===== src/rtl/responder_core_if.sv =====
// responder_core_if: key inputs and display-facing outputs of the quiz responder
interface responder_core_if;
  logic [7:0] Key_Player;
  logic       Start_Key;
  logic       Set_Key;
  logic       Add_Key;
  logic       Sub_Key;
  logic [3:0] Player_Number;
  logic [3:0] TimerH;
  logic [3:0] TimerL;
  logic [3:0] TimerH_Set;
  logic [3:0] TimerL_Set;
  logic       Set_Time;
  logic       Alarm;
  modport master (
    output Key_Player, Start_Key, Set_Key, Add_Key, Sub_Key,
    input  Player_Number, TimerH, TimerL, TimerH_Set, TimerL_Set, Set_Time, Alarm
  );
  modport slave (
    input  Key_Player, Start_Key, Set_Key, Add_Key, Sub_Key,
    output Player_Number, TimerH, TimerL, TimerH_Set, TimerL_Set, Set_Time, Alarm
  );
endinterface


===== src/rtl/responder_core.sv =====
// responder_core: countdown timer, answer-time setting and 8-player first-press lockout
module responder_core #(
  parameter int         TICK_CYCLES   = 50000000,
  parameter logic [3:0] SET_DEFAULT_H = 4'd3,
  parameter logic [3:0] SET_DEFAULT_L = 4'd0
) (
  input logic CLK,
  input logic RST,
  responder_core_if.slave bus
);
  localparam int TW = $clog2(TICK_CYCLES + 1);
  typedef enum logic [2:0] {IDLE, SET, RUN, LOCKED, TIMEOUT} state_t;
  state_t state, nxt;
  logic [11:0] s1, s2, prev, press;
  logic [TW-1:0] tick;
  logic [3:0] th, tl, sh, sl, pl, pnum, dh, dl;
  logic tc, tz, any_p, start_p, set_p, add_p, sub_p, set_time, alarm;
  function automatic logic [7:0] bcd_inc(input logic [3:0] h, input logic [3:0] l);
    return (l == 4'd9) ? {(h == 4'd9) ? 4'd0 : h + 4'd1, 4'd0} : {h, l + 4'd1};
  endfunction
  function automatic logic [7:0] bcd_dec(input logic [3:0] h, input logic [3:0] l);
    return (l == 4'd0) ? {(h == 4'd0) ? 4'd9 : h - 4'd1, 4'd9} : {h, l - 4'd1};
  endfunction
  // two-stage synchronizer plus previous-value stage; a press is a rising edge of the synced level
  always_ff @(posedge CLK or posedge RST)
    if (RST) begin
      s1 <= '0;
      s2 <= '0;
      prev <= '0;
    end else begin
      s1 <= {bus.Sub_Key, bus.Add_Key, bus.Set_Key, bus.Start_Key, bus.Key_Player};
      s2 <= s1;
      prev <= s2;
    end
  assign press = s2 & ~prev;
  assign {sub_p, add_p, set_p, start_p} = press[11:8];
  assign any_p = |press[7:0];
  assign {dh, dl} = bcd_dec(th, tl);
  assign tz = {th, tl} == 8'h00;
  assign tc = tick == TW'(TICK_CYCLES - 1);
  // lowest-numbered player among simultaneous presses wins
  always_comb begin
    pnum = '0;
    for (int i = 7; i >= 0; i--) if (press[i]) pnum = 4'(i + 1);
  end
  // state register
  always_ff @(posedge CLK or posedge RST)
    if (RST) state <= IDLE;
    else state <= nxt;
  // next-state logic; in RUN an abort beats a press, and a press beats the tick
  always_comb begin
    nxt = state;
    case (state)
      IDLE:    nxt = set_p ? SET : start_p ? RUN : IDLE;
      SET:     nxt = set_p ? IDLE : SET;
      RUN:     nxt = start_p ? IDLE : any_p ? LOCKED :
                     (tz || (tc && {dh, dl} == 8'h00)) ? TIMEOUT : RUN;
      default: nxt = start_p ? IDLE : state;
    endcase
  end
  // timer, tick counter, set time and winner registers
  always_ff @(posedge CLK or posedge RST)
    if (RST) begin
      tick <= '0;
      {th, tl} <= {SET_DEFAULT_H, SET_DEFAULT_L};
      {sh, sl} <= {SET_DEFAULT_H, SET_DEFAULT_L};
      pl <= '0;
    end else begin
      tick <= (state == RUN && nxt == RUN) ? (tc ? '0 : tick + 1'b1) : '0;
      {th, tl} <= (state == IDLE || state == SET) ? {sh, sl} :
                  (nxt == TIMEOUT) ? 8'h00 :
                  (state == RUN && nxt == RUN && tc) ? {dh, dl} : {th, tl};
      if (state == SET && (add_p ^ sub_p)) {sh, sl} <= add_p ? bcd_inc(sh, sl) : bcd_dec(sh, sl);
      pl <= (nxt == LOCKED) ? ((state == LOCKED) ? pl : pnum) : 4'd0;
    end
  // status flags decoded from the state register
  always_comb begin
    set_time = state == SET;
    alarm = state == TIMEOUT;
  end
  assign bus.Player_Number = pl;
  assign bus.TimerH = th;
  assign bus.TimerL = tl;
  assign bus.TimerH_Set = sh;
  assign bus.TimerL_Set = sl;
  assign bus.Set_Time = set_time;
  assign bus.Alarm = alarm;
endmodule

===== src/flat_wrapper.sv =====
// flat-port wrapper written by rule: the top's interface ports become plain ports
module responder_core_flat 
#(
  parameter int         TICK_CYCLES   = 50000000,
  parameter logic [3:0] SET_DEFAULT_H = 4'd3,
  parameter logic [3:0] SET_DEFAULT_L = 4'd0
)
  (CLK, RST, bus_Key_Player, bus_Start_Key, bus_Set_Key, bus_Add_Key, bus_Sub_Key, bus_Player_Number, bus_TimerH, bus_TimerL, bus_TimerH_Set, bus_TimerL_Set, bus_Set_Time, bus_Alarm);
  responder_core_if bus_i ();
  input logic CLK;
  input logic RST;
  input wire logic [$bits(bus_i.Key_Player)-1:0] bus_Key_Player;
  input wire logic [$bits(bus_i.Start_Key)-1:0] bus_Start_Key;
  input wire logic [$bits(bus_i.Set_Key)-1:0] bus_Set_Key;
  input wire logic [$bits(bus_i.Add_Key)-1:0] bus_Add_Key;
  input wire logic [$bits(bus_i.Sub_Key)-1:0] bus_Sub_Key;
  output wire logic [$bits(bus_i.Player_Number)-1:0] bus_Player_Number;
  output wire logic [$bits(bus_i.TimerH)-1:0] bus_TimerH;
  output wire logic [$bits(bus_i.TimerL)-1:0] bus_TimerL;
  output wire logic [$bits(bus_i.TimerH_Set)-1:0] bus_TimerH_Set;
  output wire logic [$bits(bus_i.TimerL_Set)-1:0] bus_TimerL_Set;
  output wire logic [$bits(bus_i.Set_Time)-1:0] bus_Set_Time;
  output wire logic [$bits(bus_i.Alarm)-1:0] bus_Alarm;
  assign bus_i.Key_Player = bus_Key_Player;
  assign bus_i.Start_Key = bus_Start_Key;
  assign bus_i.Set_Key = bus_Set_Key;
  assign bus_i.Add_Key = bus_Add_Key;
  assign bus_i.Sub_Key = bus_Sub_Key;
  assign bus_Player_Number = bus_i.Player_Number;
  assign bus_TimerH = bus_i.TimerH;
  assign bus_TimerL = bus_i.TimerL;
  assign bus_TimerH_Set = bus_i.TimerH_Set;
  assign bus_TimerL_Set = bus_i.TimerL_Set;
  assign bus_Set_Time = bus_i.Set_Time;
  assign bus_Alarm = bus_i.Alarm;
  responder_core #(.TICK_CYCLES(TICK_CYCLES), .SET_DEFAULT_H(SET_DEFAULT_H), .SET_DEFAULT_L(SET_DEFAULT_L)) u_core (.CLK(CLK), .RST(RST), .bus(bus_i));
endmodule

===== config.mk =====
export PLATFORM = sky130hd
export DESIGN_NAME = responder_core_flat
export DESIGN_NICKNAME = d
export VERILOG_FILES = /design/src/rtl/responder_core_if.sv /design/src/rtl/responder_core.sv /design/src/flat_wrapper.sv
export SDC_FILE = /design/constraint.sdc
export NUM_CORES = 1
export LEC_CHECK = 0
export BUFFER_PORTS_ARGS = -buffer_cell sky130_fd_sc_hd__buf_2
export CAP_MARGIN = 20
export CORE_MARGIN = 1
export CORE_UTILIZATION = 50
export CTS_CLUSTER_SIZE = 24
export DETAILED_ROUTE_END_ITERATION = 10
export GPL_TIMING_DRIVEN = 1
export HOLD_SLACK_MARGIN = 0.03
export PLACE_DENSITY = 0.69
export SYNTH_ARGS = -nofsm -noshare
export SYNTH_HDL_FRONTEND = slang
export SYNTH_SLANG_ARGS = --single-unit

===== constraint.sdc =====
create_clock -name CLK -period 3.3 [get_ports CLK]
set_input_delay 0.66 -clock CLK [delete_from_list [all_inputs] [get_ports CLK]]
set_output_delay 0.66 -clock CLK [all_outputs]
set_load 0.02 [all_outputs]

==> metrics.md, run 1 <==
| Metric | Value |
|---|---|
| Largest cells by area after synthesis | dfrtp_1 51%, nor2_1 4.7%, xor2_1 3.8% |
| Placement Setup Slack | 0.5634 ns |
| Final Hold Fails | 0 |
| Max-slew violations | 0 |
| Highest clock rate | 360.6 MHz |
| Worst Hold Class | in -> async |
| # hold bufs at CTS | 0 |
| Drt first pass iters | 4 |
| Period minus WS final | 2.773 ns |
| Antenna violations before repair | 0 |
| Buffers added on ports | 35 |
| Worst hold slack | 0.2696 ns |
| Synth area leader | dfrtp_1 |
| Post-DP HPWL | 5.224 mm |
| Vias per cell | 5.597 |
| #FFs+latches synth | 85 |
| Num CTS Buffers | 9 |
| Post-synth top area share | 0.5133 |
| Clock tree root buffer cell | clkbuf_8 |
| Maximum vdd ir drop | 0.3294 mV |
| GR Util met2 | 0.3226 |
| Reg2Reg Depth | 7 |
| Pleak | 1.844 nW |
| Syn Std Cell Area | 3949 sq um |
| Layout cells sized above 1 | 0.1790 |
| Total GRT Usage | 0.2003 |
| Routed vias | 2916 |
| GR Overflow Total | 0 |
| Final setup TNS | 0 ns |
| Clk_skew | 0.01294 ns |
| Core area | 7687 sq um |
| Final weighted congestion of routability-driven global placement | 0.8203 |
| Area Overhead vs Synth | 12.45% |
| TritonCTS clock tree | built |
| Synth Flop Type | dfrtp_1 |
| First-pass GRT wire length | 13.08 mm |
| Slowest cell delay on critical path | 0.57 ns |
| Largest delay contributor family on the critical path | simple AND/OR/NAND/NOR gates |
| Diode count | 0 |
| Slack of the worst reg-to-reg path | 0.53 ns |
| Most instantiated cells after synthesis | 81 x dfrtp_1, 49 x nor2_1, 25 x nand2_1 |
| Reg2reg start | u_core.bus.TimerL[3] |
| Clk_lat worst skew | 0.36 ns |
| Worst setup EP type | flop |
| Seq/Total Area, Yosys | 0.5399 |
| Async S/R FF share, synth | 1.000 |
| Post-route worst setup slack | 0.5267 ns |
| Status | finished clean |
| CTS max path bufs | 2 |
| Yosys warns | 0 |
| Fin nets | 432 |
| Row Count | 32 |
| Crit-path cells | nor4_1 > nand2_1 > o311ai_0 > o211a_2 > inv_2 > nor3_4 > o32ai_1 |
| Ports | 36 |
| Max FO, Critical Path | 12 |
| Finished Core Util | 0.5776 |
| Die Y | 90.87 microns |
| Final number of setup-violating endpoints | 0 |
| Global-route track usage on met1 | 0.2623 |
| GRT met3 Usage | 0.03030 |
| Buf/Inv on CP | 1 |
| Worst rel slew slack | 0.4790 |
| RSZ-0062 raised after global routing | false |
| Routed wire length | 7.437 mm |
| Post-route DRC | 0 |
| Post-CTS Setup Bufs | 0 |
| Most frequent cell after synthesis | dfrtp_1 |
| Fillers | 689 |
| CP max stage cell | nor4_1 |
| Number of synthesized flops with an enable pin | 0 |
| Power Dens Cells | 694.1 nW/um^2 |
| Die X | 90.87 microns |
| Vias in the first global route | 2872 |
| Startpoint Class | flop |
| Slew @ Worst Pin | 0.7806 ns |
| Syn nets | 393 |
| Die area | 8257 sq um |
| Max-Cap Viols | 0 |
| Reg2reg end | u_core.bus.TimerH[3] |
| Synth unique cells | 61 |
| CTS resizes | 0 |
| Final Power | 3.082 mW |
| Synth Instances | 375 |
| DR iter-0 viols | 135 |
| Clk slew on worst S/H paths | 0.10 ns |
| Final period utilization | 0.8404 |
| Post-route antenna net violation count | 0 |
| Largest net degree at the start of global routing | 34 |
| CP Class | reg -> reg |
| H-tree depth | 3 |
| Initial core utilization | 0.5137 |
| Synth Area per Inst | 10.53 sq um |
| CTS sink cnt | 85 |
| GR peak layer | met2 |
| Required @ worst endpoint | 3.54 ns |
| WL per Instance | 14.27 microns |
| Worst Path Arrival | 3.01 ns |
## worst max-delay path by stage
stage | endpoint | cells past startpoint | from | slack [ns]
floorplan | u_core.bus.Player_Number[0] | 1 | RST | 0.45
global placement | u_core.bus.TimerH[3] | 7 | u_core.bus.TimerL[3] | 0.71
detailed placement | u_core.bus.TimerH[3] | 7 | u_core.bus.TimerL[2] | 0.56
CTS | u_core.bus.TimerH[2] | 7 | u_core.bus.TimerL[3] | 0.56
global route | u_core.bus.TimerH[2] | 7 | u_core.bus.TimerL[3] | 0.20
finish | u_core.bus.TimerH[3] | 7 | u_core.bus.TimerL[3] | 0.53
## cell usage in the layout (no fill, tap or decap), types with 2 or more instances in the layout
cell type,synthesis,routed
ha_1,4,4
a221oi_1,2,2
nand2_1,25,25
o22ai_1,2,2
nand4_1,11,11
o211ai_1,4,4
nor2_1,49,49
inv_1,10,9
dfstp_2,4,4
inv_8,0,2
inv_6,0,2
and4_1,3,3
clkbuf_8,0,9
and3_2,2,2
a31oi_1,3,3
nor2b_1,11,11
or4_1,2,2
buf_4,0,4
a211oi_1,4,4
nor3_1,11,11
o32ai_1,3,3
and2_1,5,5
nand3_1,22,22
dfrtp_1,81,81
o2bb2ai_1,2,2
a21oi_1,13,13
o21ai_0,8,8
buf_2,3,35
nor3b_1,4,4
o41ai_1,3,3
xor2_1,17,17
nor4_1,5,5
o311ai_0,3,3
and3_1,3,3
xnor2_1,10,10
nand2b_1,7,7
o31ai_1,6,6
## logic make-up after synthesis
family	count (synthesis)	synth area share
compound gates	61	0.1134
xor+xnor	27	0.05988
fa+ha+maj	4	0.01267
buf+inv	22	0.02376
flops	85	0.5399
mux	1	0.002535
simple gates	175	0.2478
## cell type report
type	instances	area, sq um	share of cell area
clock inverters	7	86.33	0.01944
inverters	11	42.54	0.009580
repair buffers	39	205.2	0.04621
flip-flops and latches	85	2132	0.4801
clock buffers	9	123.9	0.02790
well taps	102	127.6	0.02874
multi-input cells	268	1723	0.3880
## per-stage QoR
stage                     area, sq um  cells
after detailed placement         4230    505
after floorplan                  3949    375
after global placement           4230    505
final                            4441    521
after CTS                        4441    521
after global routing             4441    521
## worst reg2reg max path, cell delays in order (launching register included)
cell and delay (ns):
dfrtp_1 0.44, nor4_1 0.57, nand2_1 0.19, o311ai_0 0.33, o211a_2 0.39, inv_2 0.16
nor3_4 0.42, o32ai_1 0.16
## state kept, by name, indices dropped and copies added (netlist names)
name	cells
u_core.bus.Player_Number	4
u_core.bus.TimerH	4
u_core.bus.TimerL	4
u_core.s2	12
u_core.state	3
u_core.s1	12
u_core.tick	26
u_core.bus.TimerL_Set	4
u_core.prev	12
u_core.bus.TimerH_Set	4
## per-layer routing
layer | part of all wire | wire, microns
met5 | 0 | 0
met4 | 0.017 | 129
met3 | 0.033 | 244
met2 | 0.46 | 3455
met1 | 0.49 | 3607
## power breakdown
group	internal (mW)	total [mW]	switching, mW
Clock	0.367	0.773	0.406
Combinational	0.330	0.915	0.584
Sequential	1.19	1.39	0.208
(Power assumes the default switching activity.)
==> inputs of run 2 (changes only) <==
PLACE_DENSITY = 0.72   (was 0.69)
clock period = 2.55 ns   (was 3.3 ns; I/O delays follow)
==> run 2 against run 1 <==
  * Clock skew decreased by 0.0053 ns
  * Sequential cell count is the same
  * Final area rose by 2.6%
  * Critical path depth shrank 1
  * Critical endpoint is now u_core.bus.TimerH[0]
==> metrics.md, run 2 (synthesized netlist as in run 1, its figures left out) <==
| Metric | Value |
|---|---|
| Period minus WS final | 2.462 ns (was 2.773 ns) |
| Pleak | 1.916 nW (was 1.844 nW) |
| Final Hold Fails | 0 (unchanged) |
| Final number of setup-violating endpoints | 0 (unchanged) |
| Max FO, Critical Path | 11 (was 12) |
| Reg2reg start | u_core.state[1] (was u_core.bus.TimerL[3]) |
| Max-slew violations | 0 (unchanged) |
| Row Count | 32 (unchanged) |
| Routed vias | 2966 (was 2916) |
| DR iter-0 viols | 157 (was 135) |
| Area Overhead vs Synth | 15.40% (was 12.45%) |
| CTS sink cnt | 85 (unchanged) |
| Diode count | 0 (unchanged) |
| Startpoint Class | flop (unchanged) |
| Final period utilization | 0.9653 (was 0.8404) |
| Layout cells sized above 1 | 0.2083 (was 0.1790) |
| Reg2reg end | u_core.bus.TimerH[0] (was u_core.bus.TimerH[3]) |
| Final setup TNS | 0 ns (unchanged) |
| Total GRT Usage | 0.2039 (was 0.2003) |
| GR Overflow Total | 0 (unchanged) |
| Commonest non-fill, non-tap cells in the layout | 81 x dfrtp_1, 49 x nor2_1, 35 x buf_2, 25 x nand2_1, 22 x nand3_1 (unchanged) |
| Fillers | 679 (was 689) |
| Worst rel slew slack | 0.5881 (was 0.4790) |
| Commonest non-fill, non-tap cell in the layout | dfrtp_1 (unchanged) |
| Num CTS Buffers | 9 (unchanged) |
| Core area | 7687 sq um (unchanged) |
| CP Class | reg -> reg (unchanged) |
| Die area | 8257 sq um (unchanged) |
| Clk_lat worst skew | 0.36 ns (about the same) |
| Reg2Reg Depth | 6 (was 7) |
| Buffers added on ports | 35 (unchanged) |
| Vias in the first global route | 2897 (was 2872) |
| Die Y | 90.87 microns (unchanged) |
| Worst Hold Class | in -> async (unchanged) |
| Number of flip-flops in the largest register | 26 (unchanged) |
| Drt first pass iters | 5 (was 4) |
| Clk slew on worst S/H paths | 0.10 ns (about the same) |
| Clk_skew | 0.007600 ns (was 0.01294 ns) |
| H-tree depth | 3 (unchanged) |
| Routed wire length | 7.703 mm (was 7.437 mm) |
| Worst Path Arrival | 2.75 ns (was 3.01 ns) |
| Maximum vdd ir drop | 0.3491 mV (was 0.3294 mV) |
| Antenna violations before repair | 0 (unchanged) |
| Required @ worst endpoint | 2.84 ns (was 3.54 ns) |
| Final weighted congestion of routability-driven global placement | 0.8901 (was 0.8203) |
| Fin nets | 445 (was 432) |
| WL per Instance | 14.43 microns (was 14.27 microns) |
| CP startpoint | u_core.state[1] (was u_core.bus.TimerL[3]) |
| TritonCTS clock tree | built (unchanged) |
| Slew @ Worst Pin | 0.6166 ns (was 0.7806 ns) |
| Highest clock rate | 406.3 MHz (was 360.6 MHz) |
| Largest net degree at the start of global routing | 37 (was 34) |
| Post-route DRC | 0 (unchanged) |
| Ports | 36 (unchanged) |
| First-pass GRT wire length | 13.32 mm (was 13.08 mm) |
| Initial core utilization | 0.5137 (unchanged) |
| Max-Cap Viols | 0 (unchanged) |
| Placed cell count | 514 (was 505) |
| Die X | 90.87 microns (unchanged) |
| Register bank with the most flops | u_core.tick (unchanged) |
| Slack of the worst reg-to-reg path | 0.09 ns (was 0.53 ns) |
| Final std cells w/o fill | 534 (was 521) |
| Worst setup EP type | flop (unchanged) |
| Status | finished clean (unchanged) |
| Vias per cell | 5.554 (was 5.597) |
| Power Dens Cells | 878.7 nW/um^2 (was 694.1 nW/um^2) |
| Final Power | 4.004 mW (was 3.082 mW) |
| Post-route antenna net violation count | 0 (unchanged) |
| Post-DP HPWL | 5.381 mm (was 5.224 mm) |
| CTS max path bufs | 2 (unchanged) |
| Clock tree root buffer cell | clkbuf_8 (unchanged) |
-- run 2: cell types whose count changed in the layout (fill, tap and decap cells not counted) --
cell,before,now
and2b_1,1,0
and2b_2,0,1
buf_12,0,2
buf_4,4,15
bufinv_16,1,0
clkinv_2,1,0
inv_6,2,3
inv_8,2,3
o41ai_1,3,2
o41ai_2,0,1
-- run 2: worst max path at each step --
stage | end | slack (ns) | cells after the start
after CTS | u_core.bus.TimerH[3] | 0.07 | 7
after global placement | u_core.bus.TimerH[0] | 0.16 | 7
final | u_core.bus.TimerH[0] | 0.09 | 6
after global routing | u_core.bus.TimerH[0] | -0.006 | 7
after detailed placement | u_core.bus.TimerH[3] | 0.09 | 7
after floorplan | u_core.bus.TimerH[2] | 0.28 | 7
-- run 2: cell type report --
type	instances	area [sq um]	area share
multi-input combinational	268	1732	0.3800
inverter	11	45.04	0.009885
tap	102	127.6	0.02801
clock buffer	9	123.9	0.02718
timing repair buffer	52	327.8	0.07194
clock inverter	7	68.82	0.01510
sequential	85	2132	0.4679
-- run 2: repair_timing --
item,4_1_cts,5_1_grt
setup endpoints to repair,0,7
resized for setup,0,2
setup buffers,0,4
hold buffers,0,0
-- run 2: metal layers --
metal / GRT usage / share of wire
met1: 0.2799 / 0.47
met4: 0.09656 / 0.021
met2: 0.3150 / 0.47
met5: 0 / 0
met3: 0.03535 / 0.039
-- run 2: power breakdown --
part	internal [mW]	leakage (nW)	switching, mW
Clock	0.386	0.101	0.549
Sequential	1.54	1.07	0.253
Combinational	0.485	0.745	0.796
Total	2.41	1.92	1.60
-- run 2: stage by stage --
stage | instance area [sq um] | utilization | setup WS [ns] | hold slack, ns
floorplan | 3953 | - | 0.2794 | 0.3312
global placement | 4325 | 0.5627 | 0.1552 | 0.3314
detailed placement | 4325 | 0.5627 | 0.08627 | 0.3347
CTS | 4518 | 0.5877 | 0.07144 | 0.2172
global route | 4557 | 0.5928 | -0.006049 | 0.2204
finish | 4557 | 0.5928 | 0.08847 | 0.2110
-- run 2: worst max-delay path, stage by stage (launching register included) --
cell and delay, ns:
dfrtp_1 0.45, or2_1 0.27, or4_1 0.53, o211a_2 0.17, buf_4 0.17, or4_4 0.52, a311oi_2 0.27
